### src/rtl/lsu_mem_master_if.sv
// CPU request/response handshake plus data-memory byte-lane bus for lsu_mem_master.
interface lsu_mem_master_if;
  logic        req_valid;
  logic        req_ready;
  logic        req_store;
  logic [2:0]  req_funct3;
  logic [31:0] req_addr;
  logic [31:0] req_wdata;
  logic        resp_valid;
  logic [31:0] resp_rdata;
  logic        resp_fault;
  logic        write_mem_4B;
  logic        write_mem_2B;
  logic        write_mem_1B;
  logic        read_mem_4B;
  logic        read_mem_2B;
  logic        read_mem_1B;
  logic        extension_mem;
  logic [31:0] address;
  logic [31:0] write_data;
  logic [31:0] out_mem;

  modport master (
    input  req_valid, req_store, req_funct3, req_addr, req_wdata, out_mem,
    output req_ready, resp_valid, resp_rdata, resp_fault,
    output write_mem_4B, write_mem_2B, write_mem_1B,
    output read_mem_4B, read_mem_2B, read_mem_1B,
    output extension_mem, address, write_data
  );

  modport slave (
    output req_valid, req_store, req_funct3, req_addr, req_wdata, out_mem,
    input  req_ready, resp_valid, resp_rdata, resp_fault,
    input  write_mem_4B, write_mem_2B, write_mem_1B,
    input  read_mem_4B, read_mem_2B, read_mem_1B,
    input  extension_mem, address, write_data
  );
endinterface

### src/rtl/lsu_mem_master.sv
// RV32I load/store initiator: aligned accesses in one cycle, misaligned split into bytes.
// Define MISALIGN_TRAP_EN to fault misaligned accesses instead of splitting them.
module lsu_mem_master #(
  parameter int unsigned MEM_BYTES = 64
) (
  input  logic             clk,
  input  logic             rst,
  lsu_mem_master_if.master bus
);

`ifdef MISALIGN_TRAP_EN
  typedef enum logic [1:0] {StIdle, StAccess, StResp} state_e;
`else
  typedef enum logic [1:0] {StIdle, StAccess, StSplit, StResp} state_e;
`endif

  state_e      state_q, state_d;
  logic        store_q, store_d;
  logic [2:0]  funct3_q, funct3_d;
  logic [31:0] addr_q, addr_d;
  logic [31:0] wdata_q, wdata_d;
  logic [31:0] result_q, result_d;
  logic        fault_q, fault_d;

  logic [2:0]  size_req;
  logic [32:0] last_byte;
  logic        misaligned;
  logic        req_fault;

  always_comb begin
    unique case (bus.req_funct3[1:0])
      2'b00:   size_req = 3'd1;
      2'b01:   size_req = 3'd2;
      default: size_req = 3'd4;
    endcase
    // 33-bit sum so an access near 0xFFFFFFFF cannot wrap into range
    last_byte  = {1'b0, bus.req_addr} + 33'(size_req) - 33'd1;
    misaligned = ((bus.req_funct3[1:0] == 2'b10) && (bus.req_addr[1:0] != 2'b00)) ||
                 ((bus.req_funct3[1:0] == 2'b01) && bus.req_addr[0]);
    req_fault  = (bus.req_funct3 == 3'b011) || (bus.req_funct3[2:1] == 2'b11) ||
                 (bus.req_store && bus.req_funct3[2]) || (last_byte >= 33'(MEM_BYTES));
`ifdef MISALIGN_TRAP_EN
    req_fault  = req_fault || misaligned;
`else
  end

  logic [1:0]  k_q, k_d;
  logic [1:0]  last_k;
  logic [31:0] merged;

  always_comb begin
    last_k = (funct3_q[1:0] == 2'b01) ? 2'd1 : 2'd3;
    merged = result_q;
    merged[{k_q, 3'b000} +: 8] = bus.out_mem[7:0];
    if ((k_q == last_k) && (funct3_q[1:0] == 2'b01) && !funct3_q[2]) begin
      merged[31:16] = {16{merged[15]}};
    end
`endif
  end

  always_comb begin
    state_d  = state_q;
    store_d  = store_q;
    funct3_d = funct3_q;
    addr_d   = addr_q;
    wdata_d  = wdata_q;
    result_d = result_q;
    fault_d  = fault_q;
`ifndef MISALIGN_TRAP_EN
    k_d      = k_q;
`endif
    unique case (state_q)
      StIdle: begin
        if (bus.req_valid) begin
          store_d  = bus.req_store;
          funct3_d = bus.req_funct3;
          addr_d   = bus.req_addr;
          wdata_d  = bus.req_wdata;
          result_d = '0;
          fault_d  = req_fault;
`ifdef MISALIGN_TRAP_EN
          state_d  = req_fault ? StResp : StAccess;
`else
          k_d      = 2'd0;
          state_d  = req_fault ? StResp : (misaligned ? StSplit : StAccess);
`endif
        end
      end
      StAccess: begin
        if (!store_q) result_d = bus.out_mem;
        state_d = StResp;
      end
`ifndef MISALIGN_TRAP_EN
      StSplit: begin
        if (!store_q) result_d = merged;
        if (k_q == last_k) begin
          k_d     = 2'd0;
          state_d = StResp;
        end else begin
          k_d = k_q + 2'd1;
        end
      end
`endif
      default: state_d = StIdle;
    endcase
  end

  always_ff @(posedge clk) begin
    if (rst) begin
      state_q  <= StIdle;
      store_q  <= 1'b0;
      funct3_q <= 3'b000;
      addr_q   <= '0;
      wdata_q  <= '0;
      result_q <= '0;
      fault_q  <= 1'b0;
`ifndef MISALIGN_TRAP_EN
      k_q      <= 2'd0;
`endif
    end else begin
      state_q  <= state_d;
      store_q  <= store_d;
      funct3_q <= funct3_d;
      addr_q   <= addr_d;
      wdata_q  <= wdata_d;
      result_q <= result_d;
      fault_q  <= fault_d;
`ifndef MISALIGN_TRAP_EN
      k_q      <= k_d;
`endif
    end
  end

  // Outputs are gated by rst so a reset mid-split commits no further bytes
  always_comb begin
    bus.req_ready     = (state_q == StIdle);
    bus.resp_valid    = 1'b0;
    bus.resp_rdata    = '0;
    bus.resp_fault    = 1'b0;
    bus.write_mem_4B  = 1'b0;
    bus.write_mem_2B  = 1'b0;
    bus.write_mem_1B  = 1'b0;
    bus.read_mem_4B   = 1'b0;
    bus.read_mem_2B   = 1'b0;
    bus.read_mem_1B   = 1'b0;
    bus.extension_mem = 1'b0;
    bus.address       = '0;
    bus.write_data    = '0;
    if (!rst) begin
      unique case (state_q)
        StAccess: begin
          bus.address    = addr_q;
          bus.write_data = wdata_q;
          if (store_q) begin
            bus.write_mem_1B = (funct3_q[1:0] == 2'b00);
            bus.write_mem_2B = (funct3_q[1:0] == 2'b01);
            bus.write_mem_4B = (funct3_q[1:0] == 2'b10);
          end else begin
            bus.read_mem_1B   = (funct3_q[1:0] == 2'b00);
            bus.read_mem_2B   = (funct3_q[1:0] == 2'b01);
            bus.read_mem_4B   = (funct3_q[1:0] == 2'b10);
            bus.extension_mem = ~funct3_q[2];
          end
        end
`ifndef MISALIGN_TRAP_EN
        StSplit: begin
          bus.address    = addr_q + {30'b0, k_q};
          bus.write_data = {24'b0, wdata_q[{k_q, 3'b000} +: 8]};
          bus.write_mem_1B = store_q;
          bus.read_mem_1B  = ~store_q;
        end
`endif
        StResp: begin
          bus.resp_valid = 1'b1;
          bus.resp_rdata = result_q;
          bus.resp_fault = fault_q;
        end
        default: ;
      endcase
    end
  end

endmodule

### src/flat_wrapper.sv
// flat-port wrapper written by rule: the top's interface ports become plain ports
module lsu_mem_master_flat 
#(
  parameter int unsigned MEM_BYTES = 64
)
  (clk, rst, bus_req_valid, bus_req_store, bus_req_funct3, bus_req_addr, bus_req_wdata, bus_out_mem, bus_req_ready, bus_resp_valid, bus_resp_rdata, bus_resp_fault, bus_write_mem_4B, bus_write_mem_2B, bus_write_mem_1B, bus_read_mem_4B, bus_read_mem_2B, bus_read_mem_1B, bus_extension_mem, bus_address, bus_write_data);
  lsu_mem_master_if bus_i ();
  input  logic clk;
  input  logic rst;
  input wire logic [$bits(bus_i.req_valid)-1:0] bus_req_valid;
  input wire logic [$bits(bus_i.req_store)-1:0] bus_req_store;
  input wire logic [$bits(bus_i.req_funct3)-1:0] bus_req_funct3;
  input wire logic [$bits(bus_i.req_addr)-1:0] bus_req_addr;
  input wire logic [$bits(bus_i.req_wdata)-1:0] bus_req_wdata;
  input wire logic [$bits(bus_i.out_mem)-1:0] bus_out_mem;
  output wire logic [$bits(bus_i.req_ready)-1:0] bus_req_ready;
  output wire logic [$bits(bus_i.resp_valid)-1:0] bus_resp_valid;
  output wire logic [$bits(bus_i.resp_rdata)-1:0] bus_resp_rdata;
  output wire logic [$bits(bus_i.resp_fault)-1:0] bus_resp_fault;
  output wire logic [$bits(bus_i.write_mem_4B)-1:0] bus_write_mem_4B;
  output wire logic [$bits(bus_i.write_mem_2B)-1:0] bus_write_mem_2B;
  output wire logic [$bits(bus_i.write_mem_1B)-1:0] bus_write_mem_1B;
  output wire logic [$bits(bus_i.read_mem_4B)-1:0] bus_read_mem_4B;
  output wire logic [$bits(bus_i.read_mem_2B)-1:0] bus_read_mem_2B;
  output wire logic [$bits(bus_i.read_mem_1B)-1:0] bus_read_mem_1B;
  output wire logic [$bits(bus_i.extension_mem)-1:0] bus_extension_mem;
  output wire logic [$bits(bus_i.address)-1:0] bus_address;
  output wire logic [$bits(bus_i.write_data)-1:0] bus_write_data;
  assign bus_i.req_valid = bus_req_valid;
  assign bus_i.req_store = bus_req_store;
  assign bus_i.req_funct3 = bus_req_funct3;
  assign bus_i.req_addr = bus_req_addr;
  assign bus_i.req_wdata = bus_req_wdata;
  assign bus_i.out_mem = bus_out_mem;
  assign bus_req_ready = bus_i.req_ready;
  assign bus_resp_valid = bus_i.resp_valid;
  assign bus_resp_rdata = bus_i.resp_rdata;
  assign bus_resp_fault = bus_i.resp_fault;
  assign bus_write_mem_4B = bus_i.write_mem_4B;
  assign bus_write_mem_2B = bus_i.write_mem_2B;
  assign bus_write_mem_1B = bus_i.write_mem_1B;
  assign bus_read_mem_4B = bus_i.read_mem_4B;
  assign bus_read_mem_2B = bus_i.read_mem_2B;
  assign bus_read_mem_1B = bus_i.read_mem_1B;
  assign bus_extension_mem = bus_i.extension_mem;
  assign bus_address = bus_i.address;
  assign bus_write_data = bus_i.write_data;
  lsu_mem_master #(.MEM_BYTES(MEM_BYTES)) u_core (.clk(clk), .rst(rst), .bus(bus_i));
endmodule
### config.mk
export PLATFORM = sky130hd
export DESIGN_NAME = lsu_mem_master_flat
export DESIGN_NICKNAME = d
export VERILOG_FILES = /design/src/rtl/lsu_mem_master_if.sv /design/src/rtl/lsu_mem_master.sv /design/src/flat_wrapper.sv
export SDC_FILE = /design/constraint.sdc
export NUM_CORES = 1
export LEC_CHECK = 0
export CORE_MARGIN = 1.5
export CORE_UTILIZATION = 55
export DETAILED_ROUTE_END_ITERATION = 8
export MAX_ROUTING_LAYER = met4
export PLACE_DENSITY = 0.95
export SLEW_MARGIN = 20
export SYNTH_ARGS = -nofsm -noshare
export SYNTH_HDL_FRONTEND = slang
export SYNTH_SLANG_ARGS = --single-unit
### constraint.sdc
create_clock -name clk -period 8.7 [get_ports clk]
set_clock_uncertainty 0.1 [all_clocks]
set_input_delay 1.74 -clock clk [delete_from_list [all_inputs] [get_ports clk]]
set_output_delay 1.74 -clock clk [all_outputs]
set_load 0.03 [all_outputs]
# --- Word level (Yosys, flattened, before mapping) ---
# Cells that the tools add are included.
classes:
  n_mul: 0
  shift: 3
  n_bitwise: 2
  n_reduce_logical: 20
  div_mod_pow: 0
  n_lt_le_gt_ge: 1
  addsub: 5
  muxes: 47
  n_eq_ne: 14
ops:
  columns: ["operator", "count"]
  rows:
  - ["32-bit two-way mux", 7]
  - ["32-bit case mux with 2 select lines", 2]
  - ["32-bit case mux with 3 select lines", 1]
  - ["32-bit by 3-bit adder with 33-bit output", 1]
  - ["33-bit by 7-bit >= comparator with 1-bit output, second input constant", 1]
  - ["33-bit by 1-bit subtractor with 33-bit output, second input constant", 1]
  - ["32-bit by 2-bit adder with 32-bit output", 1]
  - ["32-bit bitwise mux", 1]
  - ["8-bit by 7-bit variable shift with 32-bit output, first input constant", 1]
  - ["32-bit by 6-bit variable part select with 8-bit output", 1]
  - ["8-bit by 7-bit variable part select with 32-bit output", 1]
  - ["1-bit two-way mux", 23]
  - ["16-bit two-way mux", 1]
  - ["2-bit two-way mux", 7]
  - ["2-bit equality test, second input constant", 5]
  - ["5-bit negation with 7-bit output", 1]
  - ["2-bit by 1-bit equality test with 1-bit output, second input constant", 3]
  - ["2-bit logical NOT", 3]
  - ["2-bit != test, second input constant", 3]
  - ["2-bit case mux with 3 select lines", 1]
  - ["3-bit case mux with 2 select lines", 1]
  - ["2-bit AND reduction", 3]
  - ["1-bit logical AND", 5]
  - ["1-bit logical OR", 4]
  - ["11 further kinds", 14]
totals:
  ff_bits: 105
  ramBits: 0
  latchBits: 0
  memories: 0
  mem_bits_ro: 0

# --- Logic depth before layout (Yosys ltp) ---
logic_depth:
  depth_word: 9
  ltp_mapped: 16
  depth_no_buf: 16

# --- Worst setup path after synthesis ---
# No wires, ideal clock.
synth_timing:
  path_type: "input -> output"
  from: "input rst"
  to: "output bus_address[10]"
  path_stages: 4
  slack_ns: 3.784
  arrival_time_ns: 3.076
  cell_sequence: "clkbuf_1 -> nand2b_1 -> clkbuf_1 -> a311oi_1"
synth_between:
  elab_chain_len: 1
synth_rtl:
  columns: ["element", "line", "source"]
  rows:
  - ["start: declaration", "flat_wrapper.sv:9", "input logic rst;"]
  - ["32-bit two-way mux", "lsu_mem_master.sv:149", "if (!rst) begin"]
  - ["end: declaration", "flat_wrapper.sv:27", "output wire logic [$bits(bus_i.address)-1:0] bus_address;"]
# No other way between the ends.

# --- Worst setup path in the final report ---
layout_timing:
  from: "register u_core.k_q[0]"
  to: "output bus_address[28]"
layout_between:
  elab_chain_len: 3
layout_rtl:
  columns: ["element", "line", "source"]
  rows:
  - ["start: declaration", "lsu_mem_master.sv:47", "logic [1:0] k_q, k_d;"]
  - ["start signal: assignment", "lsu_mem_master.sv:129", "k_q <= k_d;"]
  - ["32-bit by 2-bit adder with 32-bit output", "lsu_mem_master.sv:167", "bus.address = addr_q + {30'b0, k_q};"]
  - ["32-bit case mux with 2 select lines", "lsu_mem_master.sv:150", "unique case (state_q)"]
  - ["32-bit two-way mux", "lsu_mem_master.sv:149", null]
# No other way between the ends.

==> results.py <==
metrics = {
    "worst_hold_path": {
        "min-delay-start": "u_core.wdata_q[23]$_SDFFE_PP0P_",
        "hold_class": "reg -> reg",
    },
    "synth": {
        "syn-num-nets": 1378,
        "yosys.area.top_type": "dfxtp_1",
        "synth.avg_cell_area_sq_um": 7.09,
        "synth_async_sr_flop_share_pct": 0,
        "synth_seq_cells": 105,
        "synth_edf_count": 0,
        "ys_warn_count": 0,
        "synth_seq_area_share_pct": 24.2,
        "ys_top_cells_by_area": "dfxtp_1 (24%), nand2_1 (9.1%), a21oi_1 (9.0%)",
        "synth_cell_types": 77,
        "synth_ff_type": "dfxtp_1",
        "yosysMostFrequentCell": "nand2_1",
        "synth_area_sq_mm": 0.00870,
        "synth_top_area_share_pct": 24.2,
        "netlist_instances": 1227,
        "synth_common_cells": "nand2_1 (211), a21oi_1 (156), dfxtp_1 (105)",
    },
    "clock_network": {
        "clock_latency_ps": 350,
        "cts_buffers": 9,
        "cts_setup_buffers": 0,
        "cts_tree": "built",
        "htreeDepth": 3,
        "cts_resized": 0,
        "ctsHoldBuffers": 0,
        "clock-sinks": 105,
        "cts_root_buffer": "clkbuf_16",
        "clk_path_buf_depth": 2,
        "clkSlewWorstSetupHoldPaths_ps": 80,
    },
    "sta": {
        "maxSlewHeadroom_pct": 36.3,
        "worst_slack_ps": 2180,
        "period_share_pct": 75.0,
        "finalMaxSlewViolations": 0,
        "rsz0062_at_grt": "no",
        "worst_pin_slew_ps": 955,
        "period_needed_ps": 6520,
        "hold_viol_final": 0,
        "finalSetupTns_ps": 0,
        "fmax_mhz": 153,
        "setup_violations": 0,
    },
    "job": {
        "maxCapViolations": 0,
    },
    "power_and_ir_drop": {
        "power_density_mw_per_mm2": 175,
        "cellInternalPower_uw": 1080,
        "irDropWorstVdd_mv": 0.138,
        "p_sw_share_pct": 44.4,
        "power.switching_uw": 859,
        "leakagePower_uw": 0.00429,
        "p_clk_share_pct": 20.8,
        "comb_power_share_pct": 46.6,
        "seq_power_share_pct": 32.6,
    },
    "die": {
        "core_area_sq_mm": 0.0153,
        "die-height_um": 129,
        "initial_core_util_pct": 56.8,
        "rows": 45,
        "ios": 209,
        "fp.dieArea_sq_mm": 0.0166,
        "die_w_um": 129,
    },
    "placed_design": {
        "io_buffers": 208,
        "place_ws_ps": 2160,
        "gp_congestion": 1.00,
        "dp_hpwl_mm": 22.0,
    },
    "setup_path": {
        "crit_required_ps": 6860,
        "r2r-start": "u_core.k_q[0]$_SDFFE_PP0P_",
        "crit_path_start": "u_core.k_q[0]$_SDFFE_PP0P_",
        "cp_max_fo": 17,
        "cp.arrival_ps": 4680,
        "critPathLaunchType": "flip-flop",
        "endpoint_kind": "output pin",
        "critical_path_class": "reg -> out",
    },
    "global_routing": {
        "grt_first_pass_wirelength_mm": 46.0,
        "overflow": 0,
        "grt_pass1_vias": 9012,
        "antenna_found_initial": 0,
        "grt.total_usage_pct": 35.6,
        "grt_max_degree": 112,
    },
    "cells_and_area": {
        "layout-drive-gt1-share_pct": 4.43,
        "antennaDiodeCount": 0,
        "syn_to_final_growth_pct": 27.4,
        "final_nets": 1522,
        "fill_cells": 1200,
    },
    "route": {
        "drt_pass1_iterations": 6,
        "drc_errors": 0,
        "antenna_left": 0,
        "drt_iter0_markers": 1369,
        "routed_wl_mm": 29.6,
        "viasPerCell": 6.34,
        "wl_per_cell_um": 18.7,
        "vias": 10100,
    },
    "status": {
        "status": "finished, final reports clean",
    },
}
critical path, cell delays in order (launching register included):
cell             delay [ps]
dfxtp_1                 900
ha_1                    330
fa_1                    230
and3_1                  230
nand4_1                 190
nor3_1                  410
nor3b_1                 360
and3_1                  250
and2_1                  280
nand4b_1                180
a21oi_1                 270
clkdlybuf4s50_1         710
sequential cells by signal, indices dropped and copies added (netlist names):
signal / cells
u_core.addr_q: 32
u_core.fault_q: 1
u_core.funct3_q: 3
u_core.k_q: 2
u_core.result_q: 32
u_core.state_q: 2
u_core.store_q: 1
u_core.wdata_q: 32
logic make-up after synthesis:
| kind of cell | Yosys count | synth area share [%] |
|---|---|---|
| AO/OA/AOI/OAI | 387 | 28.9 |
| XOR/XNOR | 4 | 0.403 |
| adder cells (fa/ha/maj) | 48 | 7.08 |
| buffers and inverters | 143 | 6.43 |
| flip-flops | 105 | 24.2 |
| multiplexers | 18 | 3.27 |
| AND/OR/NAND/NOR | 522 | 29.7 |
power by group through the flow:
stage                     Clock [uW]  Combinational, uW  Sequential (uW)
final                            403                901              630
after global routing             422                976              637
after CTS                        402                879              625
after detailed placement           0                872              634
after global placement             0                851              629
after floorplan                    0                638              603
placed cells by master, fill, tap and decap left out, types with 11 or more instances in the layout:
master,netlist,routed
nand2_1,211,210
clkdlybuf4s50_1,0,207
a21oi_1,156,156
dfxtp_1,105,105
nor2_1,82,81
inv_1,57,57
o21ai_0,48,48
a22oi_1,46,46
and2_1,45,44
ha_1,46,44
and3_1,37,37
a22o_1,32,32
nor2b_1,31,31
nand3_1,28,28
nand4_1,13,13
nand3b_1,12,12
a21o_1,11,11
a311oi_1,11,11
metal layers:
metal,routed length (um),global-route usage (%),vias up
met1,12200,46.0,4668
met4,1150,15.1,0
met3,2720,5.32,90
met5,0,-,-
met2,13500,55.6,605
li1,-,-,4694
area by class of cell:
cell class / instances / area [sq um] / share of cell area (%)
multi-input cells: 979 / 6050 / 54.6
repair buffers: 218 / 2160 / 19.5
flip-flops and latches: 105 / 2100 / 19.0
well taps: 211 / 264 / 2.38
clock buffers: 11 / 243 / 2.19
inverters: 58 / 218 / 1.96
clock inverters: 5 / 51.3 / 0.463
worst paths after layout:
check | slack (ps) | endpoint | cells after the start
setup / recovery | 2180 | bus_address[28] | 11
setup reg to reg | 4900 | u_core.result_q[27]$_SDFFE_PP0P_ | 8
hold reg to reg | 370 | u_core.wdata_q[23]$_SDFFE_PP0P_ | 2
hold / removal | 370 | u_core.wdata_q[23]$_SDFFE_PP0P_ | 2
per-stage QoR:
step,hold slack [ps],total power [uW],cells,area (sq um),utilization (%)
2_1_floorplan,342,1240,1227,8700,-
3_3_place_gp,354,1480,1571,10800,70.4
3_5_place_dp,365,1510,1571,10800,70.4
4_1_cts,376,1910,1587,11100,72.3
5_1_grt,402,2030,1587,11100,72.4
6_report,373,1930,1587,11100,72.4
Note: power is estimated with default switching activity, not from simulation.
